==> src/rtl/alu_seq.sv <==
// alu_seq: registered ALU with NZVC flags and valid/ready handshakes on both
// sides. A result is held in DONE until the consumer takes it. Operands are
// captured on the accept edge.
// Optional feature macro: ALU_SEQ_MUL_EN. When it is defined, op 1000 runs an
// iterative shift-add multiply through the BUSY state. When it is undefined,
// op 1000 is treated as an illegal op.
module alu_seq #(
    parameter int WIDTH = 8,
    parameter int SHW   = $clog2(WIDTH)
) (
    input  logic             clk,
    input  logic             rst_n,
    input  logic             in_valid,
    output logic             in_ready,
    input  logic [3:0]       op,
    input  logic [WIDTH-1:0] a,
    input  logic [WIDTH-1:0] b,
    output logic             out_valid,
    input  logic             out_ready,
    output logic [WIDTH-1:0] result,
    output logic [3:0]       nzvc
);

    typedef enum logic [1:0] {
        S_IDLE = 2'd0,
        S_BUSY = 2'd1,
        S_DONE = 2'd2
    } state_t;

    typedef enum logic [3:0] {
        OP_ADD = 4'b0000,
        OP_SUB = 4'b0001,
        OP_AND = 4'b0010,
        OP_OR  = 4'b0011,
        OP_XOR = 4'b0100,
        OP_NOT = 4'b0101,
        OP_SHL = 4'b0110,
        OP_SHR = 4'b0111,
        OP_MUL = 4'b1000
    } op_t;

    state_t           state_q, state_d;
    logic [WIDTH-1:0] result_q, result_d;
    logic [3:0]       nzvc_q, nzvc_d;
    logic             accept;

    logic [SHW-1:0]   sh_amt;
    logic [WIDTH:0]   add_ext;
    logic [WIDTH:0]   sub_ext;
    logic [WIDTH:0]   shl_ext;
    logic [WIDTH:0]   shr_ext;
    logic [WIDTH-1:0] alu_res;
    logic             alu_v;
    logic             alu_c;
    logic [3:0]       alu_flags;

`ifdef ALU_SEQ_MUL_EN
    localparam logic [SHW:0] MUL_STEPS = (SHW+1)'(WIDTH);

    logic                 is_mul;
    logic [2*WIDTH-1:0]   mcand_q, mcand_d;
    logic [2*WIDTH-1:0]   acc_q, acc_d;
    logic [WIDTH-1:0]     mplier_q, mplier_d;
    logic [SHW:0]         cnt_q, cnt_d;
`endif

    // Single-cycle ALU function and flags, evaluated on the presented operands.
    always_comb begin
        sh_amt  = b[SHW-1:0];
        add_ext = {1'b0, a} + {1'b0, b};
        // Top bit is the borrow: it is set only when a < b.
        sub_ext = {1'b0, a} - {1'b0, b};
        // The extra top bit catches the last bit shifted out of the MSB.
        shl_ext = {1'b0, a} << sh_amt;
        // The extra bottom bit catches the last bit shifted out of the LSB.
        // It stays 0 when the shift amount is 0.
        shr_ext = {a, 1'b0} >> sh_amt;
        alu_res = '0;
        alu_v   = 1'b0;
        alu_c   = 1'b0;
`ifdef ALU_SEQ_MUL_EN
        is_mul  = 1'b0;
`endif
        case (op)
            OP_ADD: begin
                alu_res = add_ext[WIDTH-1:0];
                alu_c   = add_ext[WIDTH];
                alu_v   = (a[WIDTH-1] == b[WIDTH-1]) && (add_ext[WIDTH-1] != a[WIDTH-1]);
            end
            OP_SUB: begin
                alu_res = sub_ext[WIDTH-1:0];
                alu_c   = sub_ext[WIDTH];
                alu_v   = (a[WIDTH-1] != b[WIDTH-1]) && (sub_ext[WIDTH-1] != a[WIDTH-1]);
            end
            OP_AND: alu_res = a & b;
            OP_OR:  alu_res = a | b;
            OP_XOR: alu_res = a ^ b;
            OP_NOT: alu_res = ~a;
            OP_SHL: begin
                alu_res = shl_ext[WIDTH-1:0];
                alu_c   = shl_ext[WIDTH];
            end
            OP_SHR: begin
                alu_res = shr_ext[WIDTH:1];
                alu_c   = shr_ext[0];
            end
`ifdef ALU_SEQ_MUL_EN
            OP_MUL: is_mul = 1'b1;
`endif
            // Illegal ops: a zero result gives flags 0100.
            default: alu_res = '0;
        endcase
        alu_flags = {alu_res[WIDTH-1], (alu_res == '0), alu_v, alu_c};
    end

    // Next-state, handshake outputs and the result/multiplier datapath.
    always_comb begin
        state_d   = state_q;
        result_d  = result_q;
        nzvc_d    = nzvc_q;
        in_ready  = 1'b0;
        out_valid = 1'b0;
        accept    = 1'b0;
`ifdef ALU_SEQ_MUL_EN
        mcand_d   = mcand_q;
        acc_d     = acc_q;
        mplier_d  = mplier_q;
        cnt_d     = cnt_q;
`endif
        case (state_q)
            S_IDLE: begin
                in_ready = 1'b1;
                accept   = in_valid;
            end
            S_DONE: begin
                out_valid = 1'b1;
                // The held result retires on the same edge that a new op is accepted.
                in_ready  = out_ready;
                accept    = in_valid & out_ready;
                if (out_ready && !in_valid) begin
                    state_d = S_IDLE;
                end
            end
`ifdef ALU_SEQ_MUL_EN
            S_BUSY: begin
                if (cnt_q == MUL_STEPS) begin
                    state_d  = S_DONE;
                    result_d = acc_q[WIDTH-1:0];
                    nzvc_d   = {acc_q[WIDTH-1],
                                (acc_q[WIDTH-1:0] == '0),
                                (acc_q[2*WIDTH-1:WIDTH] != '0),
                                (acc_q[2*WIDTH-1:WIDTH] != '0)};
                end else begin
                    if (mplier_q[0]) begin
                        acc_d = acc_q + mcand_q;
                    end
                    mcand_d  = mcand_q << 1;
                    mplier_d = mplier_q >> 1;
                    cnt_d    = cnt_q + 1'b1;
                end
            end
`endif
            default: state_d = S_IDLE;
        endcase

        if (accept) begin
            state_d  = S_DONE;
            result_d = alu_res;
            nzvc_d   = alu_flags;
`ifdef ALU_SEQ_MUL_EN
            if (is_mul) begin
                state_d  = S_BUSY;
                result_d = result_q;
                nzvc_d   = nzvc_q;
                acc_d    = '0;
                mcand_d  = {{WIDTH{1'b0}}, a};
                mplier_d = b;
                cnt_d    = '0;
            end
`endif
        end
    end

    // State register.
    always_ff @(posedge clk or negedge rst_n) begin
        if (!rst_n) begin
            state_q <= S_IDLE;
        end else begin
            state_q <= state_d;
        end
    end

    // Held result and flag registers.
    always_ff @(posedge clk or negedge rst_n) begin
        if (!rst_n) begin
            result_q <= '0;
            nzvc_q   <= '0;
        end else begin
            result_q <= result_d;
            nzvc_q   <= nzvc_d;
        end
    end

`ifdef ALU_SEQ_MUL_EN
    // Shift-add multiplier registers. Reset abandons any multiply in progress.
    always_ff @(posedge clk or negedge rst_n) begin
        if (!rst_n) begin
            mcand_q  <= '0;
            acc_q    <= '0;
            mplier_q <= '0;
            cnt_q    <= '0;
        end else begin
            mcand_q  <= mcand_d;
            acc_q    <= acc_d;
            mplier_q <= mplier_d;
            cnt_q    <= cnt_d;
        end
    end
`endif

    assign result = result_q;
    assign nzvc   = nzvc_q;

endmodule

==> config.mk <==
export PLATFORM = sky130hd
export DESIGN_NAME = alu_seq
export DESIGN_NICKNAME = d
export VERILOG_FILES = /design/src/rtl/alu_seq.sv
export SDC_FILE = /design/constraint.sdc
export NUM_CORES = 1
export LEC_CHECK = 0
export CELL_PAD_IN_SITES_DETAIL_PLACEMENT = 1
export CELL_PAD_IN_SITES_GLOBAL_PLACEMENT = 2
export CORE_MARGIN = 4
export CORE_UTILIZATION = 25
export DETAILED_ROUTE_END_ITERATION = 10
export DONT_BUFFER_PORTS = 1
export PLACE_DENSITY_LB_ADDON = 0.1
export SYNTH_ARGS = -nofsm -noshare
export SYNTH_HDL_FRONTEND = slang
export SYNTH_SLANG_ARGS = --single-unit
==> constraint.sdc <==
create_clock -name clk -period 2.2 [get_ports clk]
set_clock_uncertainty 0.1 [all_clocks]
set_input_delay 0.44 -clock clk [delete_from_list [all_inputs] [get_ports clk]]
set_output_delay 0.44 -clock clk [all_outputs]
set_load 0.02 [all_outputs]
==> impl_metrics.toml, run 1 <==
[cts]
path_clk_slew_ns = 0.05
h-tree-depth = 1
cts.sinks = 12
cts_root_buffer = "clkbuf_8"
clockBufferDepth = 2
cts_inserted_buffers = 3
cts_tree = "built"
clkLatencyLatePin_ns = 0.23

[power]
p_seq_frac = 0.278
p_clk_frac = 0.210
internal_power_uw = 707
power.total_mw = 1.12
switching_power_uw = 413
combPwrFrac = 0.511
swShare = 0.369
p_leak_nw = 1.34
powerDensity_mw_per_mm2 = 368
irDropWorstVdd_uv = 174

[drt]
detail-route-antenna-nets = 0
via_per_inst = 5.31
vias = 2383
drt_first_pass_iters = 4
routedWlPerCell_um = 19.4
initialDrtViolationCount = 125
routed_wl_um = 8710
drc = 0

[place]
dp_hpwl_um = 7040
dp.cells = 438
dpl-instance-area_mm2 = 0.00283
io_buffers = 0
globalplace.congestion = 0.781

[floorplanning]
initial_core_util = 0.256
die_h_um = 105
io_pins = 38
rows = 35
dieWidth_um = 105
die_area_mm2 = 0.0110
core_area_mm2 = 0.00920

[final_layout]
seq_area_um2 = 300
multi_input_area_mm2 = 0.00197
instances_no_fill = 449
areaGrowthSynthToFinish_pct = 29.7
diodes = 0
fillers = 1118
layout-drive-gt1-share = 0.299
stdcell_area_mm2 = 0.00305
final_net_count = 390

[global_routing]
use_met2 = 0.259
grt_start_max_net_pins = 46
met3_usage = 0.0191
antenna_found_initial = 0
overflow = 0
grt_usage = 0.158
grt_pass1_vias = 2500
busiest_layer = "met2"
use_met1 = 0.227
grt_pass1_wl_um = 14000

[yosys]
synth_cells = 299
synth_enable_flop_cells = 0
synth_cell_types = 61
ys.flop_type = "dfrtp_1"
yosys_warnings = 0
async_flop_share = 1.00
synth.avg_cell_area_um2 = 7.86
ys_seq_area_frac = 0.128
yosys_register_bits = 12
synth.cell_area_mm2 = 0.00235
syn_nets = 350

[min_path]
hp-class = "primary input to register"
hp-start = "in_valid"

[sta]
relSlewSlack = 0.644
finalSetupViolCount = 2
min_period_ns = 2.24
worstMarginPinSlew_ns = 0.532
period_share = 1.02
rsz0062_at_grt = "yes"
timing.hold.ws_ns = 0.221
hold_violations = 0
layout_setup_ws_ns = -0.0397
drv_slew = 0
fmax_ghz = 0.446

[worst_setup_path]
cp-end-kind = "register"
critPathLaunch = "a[0]"
cpMaxStageDelayCell = "or4_4"
reg2reg_from = "state_q[1]$_DFFE_PN0P_"
arrival_ns = 2.27
crit_family = "compound AO/OA/AOI/OAI gates"
worstPathCellList = "clkinv_16, ha_4, buf_4, o21ba_4, or4_4, nand3_2, o311a_1, mux2i_1, nor3_2, a32o_1"
timing_worst_setup_path_type = "primary input to register"
cp_max_fo = 7
required_ns = 2.23
crit_path_start_kind = "primary input"
crit_buf_inv = 2
slowest_delay_ns = 0.43

[status]
outcome = "finished, violations left"
violations = "setup timing"

[run]
drv_cap = 0
cells by family after synthesis:
| kind of cell | count (synthesis) | synth area share |
|---|---|---|
| AOI/OAI and AO/OA | 92 | 0.287 |
| xor gates and xnor gates | 5 | 0.0186 |
| adders and majority gates | 27 | 0.150 |
| buffers and inverters | 50 | 0.0916 |
| DFF | 12 | 0.128 |
| muxes | 24 | 0.133 |
| and+or+nand+nor | 89 | 0.192 |
power groups by stage:
stage          Combinational, mW  Clock (mW)  Sequential (mW)
2_1_floorplan              0.391           0            0.308
3_3_place_gp               0.528           0            0.316
3_5_place_dp               0.526           0            0.317
4_1_cts                    0.565       0.240            0.313
5_1_grt                    0.630       0.258            0.317
6_report                   0.573       0.236            0.312
registers in the layout, indices dropped and copies added (netlist names):
| register | flops |
|---|---|
| nzvc | 3 |
| result | 8 |
| state_q | 1 |
synth_stat cells, drive strengths merged, types with 3 or more instances:
library cell,instances,share of area
a211o,4,0.015
a211oi,4,0.013
a21oi,15,0.032
a221oi,4,0.020
a31oi,4,0.011
and2,3,0.0080
and3,3,0.0080
buf,10,0.028
clkbuf,11,0.018
dfrtp,12,0.13
ha,25,0.13
inv,28,0.045
mux2,4,0.019
mux2i,15,0.064
mux4,5,0.050
nand2,20,0.032
nand2b,9,0.024
nand3,9,0.019
nor2,22,0.035
nor2b,4,0.011
nor3,6,0.013
o211ai,5,0.016
o21ai,20,0.043
o22ai,4,0.011
o2bb2ai,3,0.011
o31ai,3,0.0096
or3,5,0.013
xnor2,5,0.019
final cells by class:
type,instances,area share
tap,111,0.0456
inverter,29,0.0509
multi-input combinational,237,0.646
timing repair buffer,56,0.141
sequential,12,0.0985
clock buffer,4,0.0181
stage by stage:
stage                TNS, ns  setup slack, ns   util
floorplan             -0.866           -0.326      -
global placement       -1.97           -0.388  0.308
detailed placement     -1.97           -0.431  0.308
CTS                 -0.00913         -0.00913  0.326
global route          -0.241           -0.107  0.331
finish               -0.0632          -0.0397  0.331
metal layers:
| metal | up-vias | routed length [um] |
|---|---|---|
| met2 | 40 | 4140 |
| met1 | 1165 | 4260 |
| met4 | 0 | 15 |
| met3 | 2 | 292 |
| li1 | 1176 | - |
| met5 | - | 0 |
worst reg2reg max path, delay by kind of cell, from the launching register on:
| family | cells | cell delay [ns] |
|---|---|---|
| AOI/OAI and AO/OA | 2 | 0.41 |
| DFF | 1 | 0.37 |
| and+or+nand+nor | 5 | 0.72 |
repair_timing:
action                                 CTS  global route
pin swaps                               12             7
resized for setup                       16             8
setup buffers                            4             2
hold buffers                             1             0
endpoints found under the hold margin   12             0
setup endpoints to repair                5             5
path summary, 6_finish.rpt:
check	to	slack (ns)	depth (start not counted)
max	nzvc[2]$_DFFE_PN0P_	-0.04	10
min	state_q[1]$_DFFE_PN0P_	0.22	1
max reg2reg	nzvc[2]$_DFFE_PN0P_	0.54	7
min reg2reg	result[1]$_DFFE_PN0P_	0.52	2
max in group asynchronous	result[3]$_DFFE_PN0P_	1.13	1
min in group asynchronous	nzvc[2]$_DFFE_PN0P_	0.52	1
cells in the final DEF, fill, tap and decap left out, types with 4 or more instances in the layout:
cell / count
buf_4: 53
inv_1: 22
ha_1: 22
nor2_1: 21
o21ai_0: 20
nand2_1: 19
mux2i_1: 15
a21oi_1: 12
dfrtp_1: 12
nand2b_1: 9
nand3_1: 6
or3_1: 5
nor3_1: 5
o211ai_1: 5
xnor2_1: 5
mux4_2: 4
a211o_1: 4
a31oi_1: 4
clkbuf_8: 4
Power figures use the tool's default switching activity.
==> run 2, diff against run 1 <==
--- a/config.mk
+++ b/config.mk
@@ -10,8 +10,8 @@
 export CORE_MARGIN = 4
 export CORE_UTILIZATION = 25
 export DETAILED_ROUTE_END_ITERATION = 10
-export DONT_BUFFER_PORTS = 1
 export PLACE_DENSITY_LB_ADDON = 0.1
+export RECOVER_POWER = 100
 export SYNTH_ARGS = -nofsm -noshare
 export SYNTH_HDL_FRONTEND = slang
 export SYNTH_SLANG_ARGS = --single-unit
==> impl_metrics.toml, run 2 (synthesis results as in run 1) <==
[floorplanning]
core_area_mm2 = 0.00920
die_h_um = 105
rows = 35
dieWidth_um = 105
io_pins = 38
initial_core_util = 0.256
die_area_mm2 = 0.0110

[final_layout]
mostFrequentLayoutCells = "buf_4 (102), nor2_1 (20), nand2_1 (17)"
final_net_count = 490
fillers = 1117
largest_reg_flops = 8
final_common_cell = "buf_4"
diodes = 0
layout-drive-gt1-share = 0.493
areaGrowthSynthToFinish_pct = 79.8
multi_input_area_mm2 = 0.00225
seq_area_um2 = 300

[cts]
cts.sinks = 12
postCtsHoldBufs = 0
cts_root_buffer = "clkbuf_8"
cts_tree = "built"
path_clk_slew_ns = 0.05
clkLatencyLatePin_ns = 0.23
h-tree-depth = 1
clockBufferDepth = 2
cts_inserted_buffers = 3

[status]
outcome = "finished, violations left"
violations = "setup timing"

[drt]
initialDrtViolationCount = 82
routed_wl_um = 10100
vias = 2833
via_per_inst = 5.16
routedWlPerCell_um = 18.5
detail-route-antenna-nets = 0
drc = 0
drt_first_pass_iters = 4

[worst_setup_path]
cp-end-kind = "register"
timing_worst_setup_path_type = "primary input to register"
cp_max_fo = 3
arrival_ns = 2.62
required_ns = 2.28
cpMaxStageDelayCell = "mux4_2"
worstPathCellList = "buf_12, inv_12, ha_4, inv_2, fa_2, mux4_2, o22ai_2, a211o_1, nand3_2, nor4_4, a32o_2"
crit_path_start_kind = "primary input"
slowest_delay_ns = 0.47

[power]
irDropWorstVdd_uv = 192
powerDensity_mw_per_mm2 = 352
p_leak_nw = 1.90
power.total_mw = 1.49

[place]
place_ws_ns = -1.17
dp_hpwl_um = 8320
globalplace.congestion = 0.856
io_buffers = 37

[sta]
fmax_ghz = 0.394
relSlewSlack = 0.640
worstMarginPinSlew_ns = 0.539
hold_violations = 0
drv_slew = 0
rsz0062_at_grt = "yes"
layout_setup_ws_ns = -0.339
period_share = 1.15
min_period_ns = 2.54
finalSetupViolCount = 7

[global_routing]
overflow = 0
grt_pass1_wl_um = 16800
grt_usage = 0.188
grt_pass1_vias = 3165
antenna_found_initial = 0
grt_start_max_net_pins = 17

[min_path]
hp-class = "register to register"

[run]
drv_cap = 0
==> run 2: worst paths after layout <==
path | cells past startpoint | slack, ns | to | from
max in group asynchronous | 1 | 1.12 | result[3]$_DFFE_PN0P_ | rst_n
hold / removal | 2 | 0.37 | nzvc[1]$_DFFE_PN0P_ | nzvc[1]$_DFFE_PN0P_
setup / recovery | 11 | -0.34 | nzvc[2]$_DFFE_PN0P_ | a[0]
setup reg to reg | 7 | 0.36 | nzvc[2]$_DFFE_PN0P_ | state_q[1]$_DFFE_PN0P_
hold reg to reg | 2 | 0.37 | nzvc[1]$_DFFE_PN0P_ | nzvc[1]$_DFFE_PN0P_
min in group asynchronous | 1 | 0.52 | result[4]$_DFFE_PN0P_ | rst_n
==> run 2: what timing repair did <==
| action | in CTS | in global routing |
|---|---|---|
| gates resized for setup | 104 | 44 |
| pin swaps | 37 | 35 |
| endpoints found under the setup margin | 12 | 10 |
| buffers inserted | 13 | 1 |
==> run 2: layout make-up <==
class / instances / area share
clock buffer: 4 / 0.0130
inverter: 29 / 0.0314
multi-input combinational: 237 / 0.534
sequential: 12 / 0.0711
tap: 111 / 0.0329
timing repair buffer: 156 / 0.318
==> run 2: power by group <==
part,total (mW),internal (mW),switching (mW)
clock,0.237,0.158,0.0790
combinational,0.986,0.506,0.481
sequential,0.266,0.251,0.0147
total,1.49,0.914,0.574
==> run 2: critical path: cells and delay by family <==
family | cells | cell delay [ns]
multiplexers | 1 | 0.47
AO/OA/AOI/OAI | 3 | 0.56
adder cells (fa/ha/maj) | 2 | 0.57
buffers and inverters | 3 | 0.19
AND/OR/NAND/NOR | 2 | 0.38
==> run 2: per-stage QoR <==
step | hold slack [ns] | util | cell area (um2) | setup TNS (ns) | instances
floorplan | 0.0444 | - | 2480 | -0.866 | 299
global placement | 0.363 | 0.403 | 3710 | -9.38 | 539
detailed placement | 0.371 | 0.403 | 3710 | -9.64 | 539
CTS | 0.384 | 0.451 | 4140 | -1.64 | 553
global route | 0.405 | 0.459 | 4220 | -1.88 | 549
finish | 0.370 | 0.459 | 4220 | -1.21 | 549
==> run 2: per-layer routing <==
layer	vias up	track usage	wire [um]
met5	-	0	0
met4	0	0.0459	172
met3	12	0.00865	192
met2	46	0.337	5110
met1	1394	0.247	4670
li1	1381	-	-
==> run 3, diff against run 2 <==
--- a/config.mk
+++ b/config.mk
@@ -12,6 +12,7 @@
 export DETAILED_ROUTE_END_ITERATION = 10
 export PLACE_DENSITY_LB_ADDON = 0.1
 export RECOVER_POWER = 100
+export SLEW_MARGIN = 5
 export SYNTH_ARGS = -nofsm -noshare
 export SYNTH_HDL_FRONTEND = slang
 export SYNTH_SLANG_ARGS = --single-unit
==> results of run 3 <==
Final layout, timing and power as in run 2 (identical DEF).
